--- src/rtl/dmem_dump_arbiter.sv ---
// Data-memory port arbiter: the core has priority, and a dump engine streams a word range out over valid/ready.
// Optional starvation guard (forced grant with core stall) is enabled by defining DUMP_STARVE_GUARD_EN.
module dmem_dump_arbiter #(
    parameter int ADDR_W     = 6,
    parameter int DATA_W     = 32,
    parameter int STARVE_LIM = 8
) (
    input  logic              clk,
    input  logic              reset,
    input  logic              core_req,
    input  logic              core_we,
    input  logic [31:0]       core_adr,
    input  logic [DATA_W-1:0] core_wd,
    output logic [DATA_W-1:0] core_rd,
    output logic              core_stall,
    input  logic              dump_start,
    input  logic [ADDR_W-1:0] dump_base,
    input  logic [ADDR_W:0]   dump_len,
    output logic              dump_busy,
    output logic              dump_valid,
    input  logic              dump_ready,
    output logic [DATA_W-1:0] dump_data,
    output logic [ADDR_W:0]   dump_idx,
    output logic              dump_done,
    output logic              mem_we,
    output logic [ADDR_W-1:0] mem_a,
    output logic [DATA_W-1:0] mem_wd,
    input  logic [DATA_W-1:0] mem_rd
);
    typedef enum logic [1:0] {IDLE, FETCH, HOLD, DONE} state_t;

    localparam int WAIT_W = (STARVE_LIM < 1) ? 1 : $clog2(STARVE_LIM + 1);
`ifdef DUMP_STARVE_GUARD_EN
    localparam bit GUARD_ON = 1'b1;
`else
    localparam bit GUARD_ON = 1'b0;
`endif

    state_t              state_reg;
    logic [ADDR_W-1:0]   base_reg;
    logic [ADDR_W:0]     len_reg;
    logic [ADDR_W:0]     offset_reg;
    logic [DATA_W-1:0]   data_reg;
    logic                busy_reg;
    logic                valid_reg;
    logic                done_reg;
    logic [WAIT_W-1:0]   wait_reg;

    logic                force_grant;
    logic                grant;
    logic [ADDR_W:0]     offset_next;
    logic [ADDR_W-1:0]   dump_adr;
    logic [ADDR_W-1:0]   core_word;
    logic                unused_adr_bits;

    assign core_word       = core_adr[ADDR_W+1:2];
    assign unused_adr_bits = ^{core_adr[31:ADDR_W+2], core_adr[1:0]};
    // Address arithmetic in ADDR_W bits gives the modulo-2^ADDR_W wrap for free.
    assign dump_adr        = base_reg + offset_reg[ADDR_W-1:0];
    assign offset_next     = offset_reg + (ADDR_W+1)'(1);

    assign force_grant = GUARD_ON && (wait_reg >= WAIT_W'(STARVE_LIM));
    assign grant       = (state_reg == FETCH) && (!core_req || force_grant);
    assign core_stall  = (state_reg == FETCH) && core_req && force_grant;

    assign mem_a   = grant ? dump_adr : core_word;
    assign mem_we  = !grant && core_we && !core_stall;
    assign mem_wd  = core_wd;
    assign core_rd = mem_rd;

    assign dump_busy  = busy_reg;
    assign dump_valid = valid_reg;
    assign dump_data  = data_reg;
    assign dump_idx   = offset_reg;
    assign dump_done  = done_reg;

    always_ff @(posedge clk) begin
        if (reset) begin
            state_reg  <= IDLE;
            base_reg   <= '0;
            len_reg    <= '0;
            offset_reg <= '0;
            data_reg   <= '0;
            busy_reg   <= 1'b0;
            valid_reg  <= 1'b0;
            done_reg   <= 1'b0;
            wait_reg   <= '0;
        end else begin
            case (state_reg)
                IDLE: begin
                    if (dump_start) begin
                        base_reg   <= dump_base;
                        len_reg    <= dump_len;
                        offset_reg <= '0;
                        wait_reg   <= '0;
                        busy_reg   <= 1'b1;
                        state_reg  <= (dump_len == '0) ? DONE : FETCH;
                    end
                end
                FETCH: begin
                    if (grant) begin
                        data_reg  <= mem_rd;
                        valid_reg <= 1'b1;
                        wait_reg  <= '0;
                        state_reg <= HOLD;
                    end else if (wait_reg < WAIT_W'(STARVE_LIM)) begin
                        wait_reg <= wait_reg + WAIT_W'(1);
                    end
                end
                HOLD: begin
                    if (dump_ready) begin
                        offset_reg <= offset_next;
                        valid_reg  <= 1'b0;
                        if (offset_next == len_reg) begin
                            done_reg  <= 1'b1;
                            state_reg <= DONE;
                        end else begin
                            state_reg <= FETCH;
                        end
                    end
                end
                default: begin
                    // Arriving from HOLD the pulse is already up; a zero-length dump raises it one cycle later.
                    if (done_reg) begin
                        done_reg  <= 1'b0;
                        busy_reg  <= 1'b0;
                        state_reg <= IDLE;
                    end else begin
                        done_reg <= 1'b1;
                    end
                end
            endcase
        end
    end
endmodule

--- config.mk ---
export PLATFORM = sky130hd
export DESIGN_NAME = dmem_dump_arbiter
export DESIGN_NICKNAME = d
export VERILOG_FILES = /design/src/rtl/dmem_dump_arbiter.sv
export SDC_FILE = /design/constraint.sdc
export NUM_CORES = 1
export LEC_CHECK = 0
export CORE_ASPECT_RATIO = 1.25
export CORE_MARGIN = 2
export CORE_UTILIZATION = 36
export CTS_BUF_LIST = sky130_fd_sc_hd__clkbuf_4 sky130_fd_sc_hd__clkbuf_8
export DETAILED_ROUTE_END_ITERATION = 8
export HOLD_SLACK_MARGIN = 0.05
export PLACE_DENSITY_LB_ADDON = 0.3
export SLEW_MARGIN = 20
export SYNTH_ARGS = -nofsm -noshare
export SYNTH_HDL_FRONTEND = slang
export SYNTH_SLANG_ARGS = --single-unit
--- constraint.sdc ---
create_clock -name clk -period 3.1 [get_ports clk]
set_input_delay 0.93 -clock clk [delete_from_list [all_inputs] [get_ports clk]]
set_output_delay 0.93 -clock clk [all_outputs]
set_load 0.1 [all_outputs]
==> metrics <==
Synth Area in Compound Gates 14.1%; Sink Count 57; Synth cell types 38; global-route wire length before repair 13100 um; Root Driver clkbuf_8; Num CTS Buffers 9; RSZ-0062 raised after global routing false; max-slew violations 0; Hold Crit Class reg -> reg; R2R setup slack 1040 ps; TritonCTS clock tree done; syn nets 538; DP HPWL 6060 um; largest net degree at the start of global routing 58; Routability Congestion 0.733; Synth Area in XOR/XNOR 3.91%; Post-DRT Antenna Nets 0; Mapped Cells 412; status finished, final reports clean; clk_lat worst skew 340 ps; mux cell area share after synthesis 0%; nets 611; Leak 0.00198 uW; hold buffers post-CTS 0; main combinational cell family by area after synthesis simple AND/OR/NAND/NOR gates; post-layout min period 3060 ps; max capacitance violation total 0; arrival time worst endpoint 2130 ps; endpoint class of the critical path output port; Worst-Margin Slew 621 ps; sw frac 49.6%; Synth Register Bits 57; Comb pwr share 55.1%; WS Path Type in -> out; Pint 1690 uW; Clock Skew 11.2 ps; Fmax achieved 326 MHz; # rows 38; Cell Area, Synth 3130 um2; H-tree levels 3; die height 108 um; Synth-to-Final Area Change 50.0%; Synth Area in Simple Gates 22.1%; number of setup violations in the final report 0; Clock Power Share 17.9%; Post-synth EDFFs 0; Core ar. 8560 um2; Slew headroom 58.6%; antenna cells 0; Crit path required time 2170 ps; initial antenna violation count 0; Clk pin slew, worst setup/hold paths 60 ps; Primary FF master, synth dfxtp_1; Yosys Warn Count 0; Final TNS setup 0 ps; die area 9470 um2; clock buffer depth 2; DRT Pass-1 Iters 4; Ports 229; IO Port Bufs 137; Final period util 98.8%; Starting Density 36.6%; sequential share of power 27.0%; syn avg cell area 7.61 um2; final hold slack 455 ps; Hold Vio Cnt, Final 0; PD cells 714 nW/um2; DR iter-0 viols 130; drt wl/cell 13.9 um; Vias per Instance 4.87; CP Launch Type primary input; ys async rst share 0%; share of cells above drive strength 1 28.2%; vias in the first global route 2769; maximum VDD drop 0.321 mV; sequential area share after synthesis 36.4%; die width 87.5 um; Global Route Usage Sum 17.7%; Post-Synth Adder-Cell Area 4.63%; Post-route DRC 0; WL final 8210 um; vias 2868; CP max FO 3; grt total ovfl 0; Sw Pwr 1670 uW; max reg flops 32
cell usage after synthesis, types with 2 or more instances:
| cell | count | area [um2] |
|---|---|---|
| a21o_1 | 4 | 30.0 |
| a21oi_1 | 60 | 300 |
| and2_1 | 2 | 12.5 |
| and3_1 | 2 | 12.5 |
| buf_1 | 2 | 7.51 |
| buf_4 | 65 | 488 |
| clkbuf_1 | 15 | 56.3 |
| dfxtp_1 | 57 | 1140 |
| ha_1 | 10 | 125 |
| inv_1 | 7 | 26.3 |
| nand2_1 | 105 | 394 |
| nand2b_1 | 4 | 25.0 |
| nand3_1 | 5 | 25.0 |
| nand4_1 | 3 | 18.8 |
| nor2_1 | 14 | 52.6 |
| nor2b_1 | 5 | 31.3 |
| nor3_1 | 5 | 25.0 |
| o21ai_0 | 12 | 60.1 |
| o31ai_1 | 2 | 15.0 |
| or3_1 | 2 | 12.5 |
| or4_1 | 2 | 15.0 |
| xnor2_1 | 5 | 43.8 |
| xor2_1 | 9 | 78.8 |
critical path, cell delays in order:
cell	delay [ps]
clkdlybuf4s15_2	200
nand2b_4	150
or4_4	490
nor2_4	120
nor3_4	60
buf_12	160
kinds of logic (layout without fill, tap and decap cells):
family	after synthesis	in the layout
AOI/OAI and AO/OA	81	81
and+or+nand+nor	157	157
buffers and inverters	91	168
DFF	57	57
other	1	1
xor gates and xnor gates	14	14
adders and majority gates	11	11
power groups by stage:
stage	clock network, uW	logic, uW	registers [uW]
final	601	1850	907
after global routing	654	1960	922
after CTS	626	1850	906
after detailed placement	0	1840	924
after global placement	0	1820	919
after floorplan	0	1050	1390
stage by stage:
stage / area [um2] / total power, uW / cells / setup slack (ps) / utilization [%]
finish: 4700 / 3360 / 589 / 36.0 / 54.9
global route: 4700 / 3540 / 589 / 5.09 / 54.9
CTS: 4680 / 3390 / 589 / 16.1 / 54.7
detailed placement: 4480 / 2760 / 572 / -355 / 52.3
global placement: 4480 / 2740 / 572 / -339 / 52.3
floorplan: 3210 / 2450 / 412 / -149 / -
cell type report:
type	count	area (um2)
fillers	816	3860
repair buffers	146	1720
multi-input cells	264	1500
flip-flops and latches	57	1160
clock buffers	11	145
well taps	100	125
inverters	7	26.3
clock inverters	4	20.0
worst paths after layout:
| check | startpoint | end | depth (start not counted) |
|---|---|---|---|
| max | core_req | mem_a[5] | 6 |
| min | dump_data[8]$_SDFFE_PP0P_ | dump_data[8]$_SDFFE_PP0P_ | 2 |
| max reg2reg | state_reg[1]$_SDFFE_PP0P_ | dump_idx[3]$_SDFFE_PP0P_ | 6 |
| min reg2reg | dump_data[8]$_SDFFE_PP0P_ | dump_data[8]$_SDFFE_PP0P_ | 2 |
cell usage in the layout, fill, tap and decap left out, types with 2 or more instances in the layout:
cell type	n
a21o_1	4
a21oi_1	58
a21oi_2	2
and3_1	2
buf_12	39
buf_4	50
clkbuf_8	10
clkdlybuf4s50_1	54
clkinv_2	4
dfxtp_1	50
dfxtp_2	3
dfxtp_4	4
ha_1	8
inv_1	7
nand2_1	104
nand2b_1	3
nand3_1	5
nand4_1	3
nor2_1	13
nor2b_1	4
nor3_1	4
o21ai_0	8
o21ai_2	3
o31ai_1	2
or3_1	2
xnor2_1	5
xor2_1	8
metal layers:
layer / share of wire [%] / wire, um / up-vias / GRT usage, %
met4: 3.1 / 255 / 0 / 11.8
met2: 52 / 4290 / 104 / 29.5
met5: 0 / 0 / - / 0
met3: 6.9 / 563 / 20 / 4.12
li1: - / - / 1434 / -
met1: 38 / 3110 / 1310 / 19.7
what timing repair did:
item	in CTS	in global routing
endpoints found under the setup margin	7	3
pin swaps	3	4
resized for setup	9	5
setup buffers	2	0
Power figures use the tool's default switching activity.
